**config.mk**
```make
export PLATFORM = sky130hd
export DESIGN_NAME = pipe_ctrl
export DESIGN_NICKNAME = d
export VERILOG_FILES = /design/src/rtl/pipe_ctrl.sv
export SDC_FILE = /design/constraint.sdc
export NUM_CORES = 1
export LEC_CHECK = 0
export CORE_ASPECT_RATIO = 1.1
export CORE_UTILIZATION = 44
export DETAILED_ROUTE_END_ITERATION = 7
export PLACE_DENSITY = 0.88
export SKIP_CTS_REPAIR_TIMING = 1
export SYNTH_ARGS = -nofsm -noshare
export SYNTH_HDL_FRONTEND = slang
export SYNTH_SLANG_ARGS = --single-unit
```
**constraint.sdc**
```tcl
create_clock -name clk -period 3.4 [get_ports clk]
set_clock_uncertainty 0.05 [all_clocks]
set_input_delay 1.02 -clock clk [delete_from_list [all_inputs] [get_ports clk]]
set_output_delay 1.02 -clock clk [all_outputs]
set_load 0.005 [all_outputs]
```
**src/rtl/pipe_ctrl.sv**
```systemverilog
// Pipeline hazard/stall controller: load-use bubbles, branch flushes, memory stalls and timeout.
// Optional performance counters are built when PIPE_PERF_CNT_EN is defined.
module pipe_ctrl #(
   parameter int unsigned BR_FLUSH_CYCLES = 1,
   parameter int unsigned MEM_TIMEOUT     = 255
) (
   input  logic        clk,
   input  logic        rst,
   input  logic        br_taken,
   input  logic        exe_mem_read,
   input  logic [4:0]  exe_dest,
   input  logic [4:0]  id_src1,
   input  logic [4:0]  id_src2,
   input  logic        id_two_src,
   input  logic        mem_req,
   input  logic        mem_ready,
   output logic        freeze_if,
   output logic        freeze_exe,
   output logic        flush_if_id,
   output logic        flush_id_exe,
   output logic        mem_timeout
`ifdef PIPE_PERF_CNT_EN
   ,
   output logic [31:0] stall_cycles,
   output logic [31:0] flush_events
`endif
);

   typedef enum logic [1:0] {StRun, StFlush, StHalt} state_t;

   localparam logic [2:0] FlushInit    = 3'(BR_FLUSH_CYCLES - 1);
   localparam logic [7:0] TimeoutLast  = 8'(MEM_TIMEOUT - 1);
   localparam bit         MultiFlush   = (BR_FLUSH_CYCLES > 1);

   state_t     state_q;
   logic [2:0] flush_left_q;
   logic [7:0] wait_cnt_q;
   logic       timeout_q;

   logic mem_stall;
   logic load_use;
   logic timeout_hit;
   logic br_accept;

   assign mem_stall   = mem_req && !mem_ready && (state_q != StHalt);
   assign load_use    = exe_mem_read && (exe_dest != 5'd0) &&
                        ((exe_dest == id_src1) || (id_two_src && (exe_dest == id_src2)));
   assign timeout_hit = mem_stall && (wait_cnt_q == TimeoutLast);
   assign br_accept   = (state_q == StRun) && !mem_stall && br_taken;

   // Outputs are decoded combinationally so hazards act in the same cycle they appear;
   // rst masks them so nothing leaks out while reset is held.
   always_comb begin
      freeze_if    = 1'b0;
      freeze_exe   = 1'b0;
      flush_if_id  = 1'b0;
      flush_id_exe = 1'b0;
      mem_timeout  = 1'b0;
      if (!rst) begin
         mem_timeout = timeout_q;
         unique case (state_q)
            StRun: begin
               if (mem_stall) begin
                  freeze_if  = 1'b1;
                  freeze_exe = 1'b1;
               end else if (br_taken) begin
                  flush_if_id  = 1'b1;
                  flush_id_exe = 1'b1;
               end else if (load_use) begin
                  freeze_if    = 1'b1;
                  flush_id_exe = 1'b1;
               end
            end
            StFlush: begin
               if (mem_stall) begin
                  freeze_if  = 1'b1;
                  freeze_exe = 1'b1;
               end else begin
                  flush_if_id  = 1'b1;
                  flush_id_exe = 1'b1;
               end
            end
            StHalt: begin
               freeze_if  = 1'b1;
               freeze_exe = 1'b1;
            end
            default: ;
         endcase
      end
   end

   always_ff @(posedge clk or posedge rst) begin
      if (rst) begin
         state_q      <= StRun;
         flush_left_q <= 3'd0;
         wait_cnt_q   <= 8'd0;
         timeout_q    <= 1'b0;
      end else begin
         wait_cnt_q <= mem_stall ? (wait_cnt_q + 8'd1) : 8'd0;
         unique case (state_q)
            StRun: begin
               if (mem_stall) begin
                  if (timeout_hit) begin
                     state_q   <= StHalt;
                     timeout_q <= 1'b1;
                  end
               end else if (br_taken && MultiFlush) begin
                  state_q      <= StFlush;
                  flush_left_q <= FlushInit;
               end
            end
            StFlush: begin
               if (mem_stall) begin
                  if (timeout_hit) begin
                     state_q   <= StHalt;
                     timeout_q <= 1'b1;
                  end
               end else begin
                  flush_left_q <= flush_left_q - 3'd1;
                  if (flush_left_q == 3'd1) begin
                     state_q <= StRun;
                  end
               end
            end
            StHalt: ;
            default: state_q <= StRun;
         endcase
      end
   end

`ifdef PIPE_PERF_CNT_EN
   logic [31:0] stall_cnt_q;
   logic [31:0] flush_cnt_q;

   always_ff @(posedge clk or posedge rst) begin
      if (rst) begin
         stall_cnt_q <= 32'd0;
         flush_cnt_q <= 32'd0;
      end else begin
         if (freeze_if && (stall_cnt_q != 32'hFFFF_FFFF)) begin
            stall_cnt_q <= stall_cnt_q + 32'd1;
         end
         if (br_accept && (flush_cnt_q != 32'hFFFF_FFFF)) begin
            flush_cnt_q <= flush_cnt_q + 32'd1;
         end
      end
   end

   assign stall_cycles = stall_cnt_q;
   assign flush_events = flush_cnt_q;
`else
   logic unused_br_accept;
   assign unused_br_accept = br_accept;
`endif

endmodule

```
==> reports/results.ini <==
[timing]
rsz0062_at_grt=yes
fmax_mhz=287
slew_violations=0
fin_crit_sh=1.02
hold_viol=0
worst_pin_slew_ns=0.504
relSlewSlack=0.664
fin_ws_ns=-0.0822
setup_viol=1
tns_ns=-0.0822
final.min_clock_period_ns=3.48

[route]
dr.first_iter.drc_count=14
vias=762
avgViaCountPerCell=5.37
antenna_left=0
wl_um=1950
routedWlPerCell_um=13.7
drt_first_pass_iters=6
drc=8

[placement]
placed_cell_area_mm2=0.00116
numPortBuffers=26
place_congestion=0.739
dpl.hpwl_um=1550
dp.cells=138

[cts]
clockBufferDepth=2
clockRootBuffer=clkbuf_4
clk_latency_ns=0.27
cts_buffers=3
cts_tree=done
h-tree-depth=1
cts_sinks=14
path_clk_slew_ns=0.07

[pwr]
p_leak_uw=0.000656
p_per_area_mw_per_mm2=250
ir_worst_vdd_mv=0.253

[global_routing]
grt_max_degree=15
grt_pass1_wl_um=3070
antenna_found_initial=0
grt.overflow.total=0
track_usage=0.208
grt_pass1_vias=758

[die]
rows=16
core_area_mm2=0.00178
num_io_pins=27
start_util=0.466
die-area_mm2=0.00206
fp.dieW_um=43.4
die_h_um=47.5

[hold_path]
hp-class=reg2reg
hp-start=flush_left_q[2]
hold_end=flush_left_q[2]
worstHoldPathCells=1

[yosys]
synth_area_leader_cell=dfrtp_1
syn_area_um2=830
ys_warn_count=0
async_flop_share=1.00
ys_seq_area_frac=0.422
synth_most_common_cell=dfrtp_1
synth_nets=113
synth_commonest_cells=dfrtp_1, nor2_1, xor2_1
post_synth.cell_area_avg_um2=9.54
ys_types=20
ys_seq_elements=14
synth_edf_count=0
synth_top_area_frac=0.422
yosys-top-cells-area=dfrtp_1, xor2_1, xnor2_1
synthFlopType=dfrtp_1
synthCells=87

[worst_setup_path]
critPathKind=in2out
crit_path_start=id_src2[3]
cp-start-kind=input pin
rrSetupSlack_ns=2.06
cp.arrival_ns=2.41
crit_required_ns=2.33
worstSetupEndpointType=output port
cp_max_fo=2
reg2reg_from=wait_cnt_q[2]
reg2reg_to=timeout_q
reg2reg_depth=5

[status]
violations=design-rule violations, negative setup slack
status=finished with violations

[finish]
final-instance-count-excl-fill=142
antenna_cells=0
post-route-cell-area_mm2=0.00125
fill_cells=140
utilization=0.700
nets=152
drive_gt1_frac=0.210
areaGrowthSynthToFinish_pct=50.4

[run]
cap_violations=0

==> critical path, stage by stage <==
cell	delay [ns]
buf_6	0.09
xor2_1	0.16
nor4_2	0.29
and3_1	0.24
o221ai_4	0.13
a2111oi_4	0.30
buf_2	0.17
==> layout make-up <==
class | count | area [um2] | share of cell area
Tap cell | 18 | 22.5 | 0.0181
Inverter | 5 | 18.8 | 0.0150
Sequential cell | 14 | 350 | 0.281
Clock buffer | 3 | 22.5 | 0.0181
Timing Repair Buffer | 34 | 324 | 0.260
Multi-Input combinational cell | 68 | 509 | 0.408
==> registers in the layout (all words and copies together) (netlist names) <==
| register | cells |
|---|---|
| state_q | 2 |
| wait_cnt_q | 8 |
| flush_left_q | 3 |
| timeout_q | 1 |
==> cell families after synthesis <==
kind of cell | share of synthesized area
xor gates and xnor gates | 0.190
and+or+nand+nor | 0.237
DFF | 0.422
buffers and inverters | 0.0226
AOI/OAI and AO/OA | 0.0679
adders and majority gates | 0.0603
==> cell usage in the layout, fill, tap and decap left out, types with 2 or more instances in the layout <==
cell / n
dfrtp_1: 14
dlymetal6s2s_1: 13
xor2_1: 11
nor2_1: 11
buf_4: 8
nand3_1: 7
xnor2_1: 7
nand2_1: 6
clkdlybuf4s50_1: 6
inv_1: 5
and3_1: 4
ha_1: 4
clkbuf_2: 4
clkbuf_4: 3
nor2b_1: 2
nor4_2: 2
a21oi_1: 2
nand2b_1: 2
o21ai_0: 2
buf_2: 2
==> power breakdown <==
part | switching [uW] | internal, uW | leakage (uW)
Clock | 46.9 | 41.0 | 0.0000138
Combinational | 24.6 | 33.3 | 0.000452
Sequential | 0 | 166 | 0.000190
Total | 71.5 | 241 | 0.000656
==> metal layers <==
layer | up-vias | wire (um) | global-route usage
met1 | 367 | 644 | 0.189
met4 | 0 | 8 | 0.0750
li1 | 369 | - | -
met2 | 24 | 1150 | 0.452
met5 | - | 0 | 0
met3 | 2 | 149 | 0.0453
==> per-stage QoR <==
step / setup WS [ns] / hold slack [ns] / total power, uW
floorplan: 0.268 / 0.376 / 187
global placement: -0.833 / 0.392 / 226
detailed placement: -0.956 / 0.415 / 228
CTS: -0.962 / 0.427 / 317
global route: -0.172 / 0.454 / 326
finish: -0.0822 / 0.426 / 312
==> worst max-delay path by stage <==
stage | end | cells after the start | slack [ns]
after floorplan | flush_id_exe | 5 | 0.27
after global placement | flush_id_exe | 7 | -0.83
after detailed placement | flush_id_exe | 7 | -0.96
after CTS | flush_id_exe | 7 | -0.96
after global routing | flush_id_exe | 7 | -0.17
final | flush_id_exe | 7 | -0.08
Note: power is estimated with default switching activity, not from simulation.
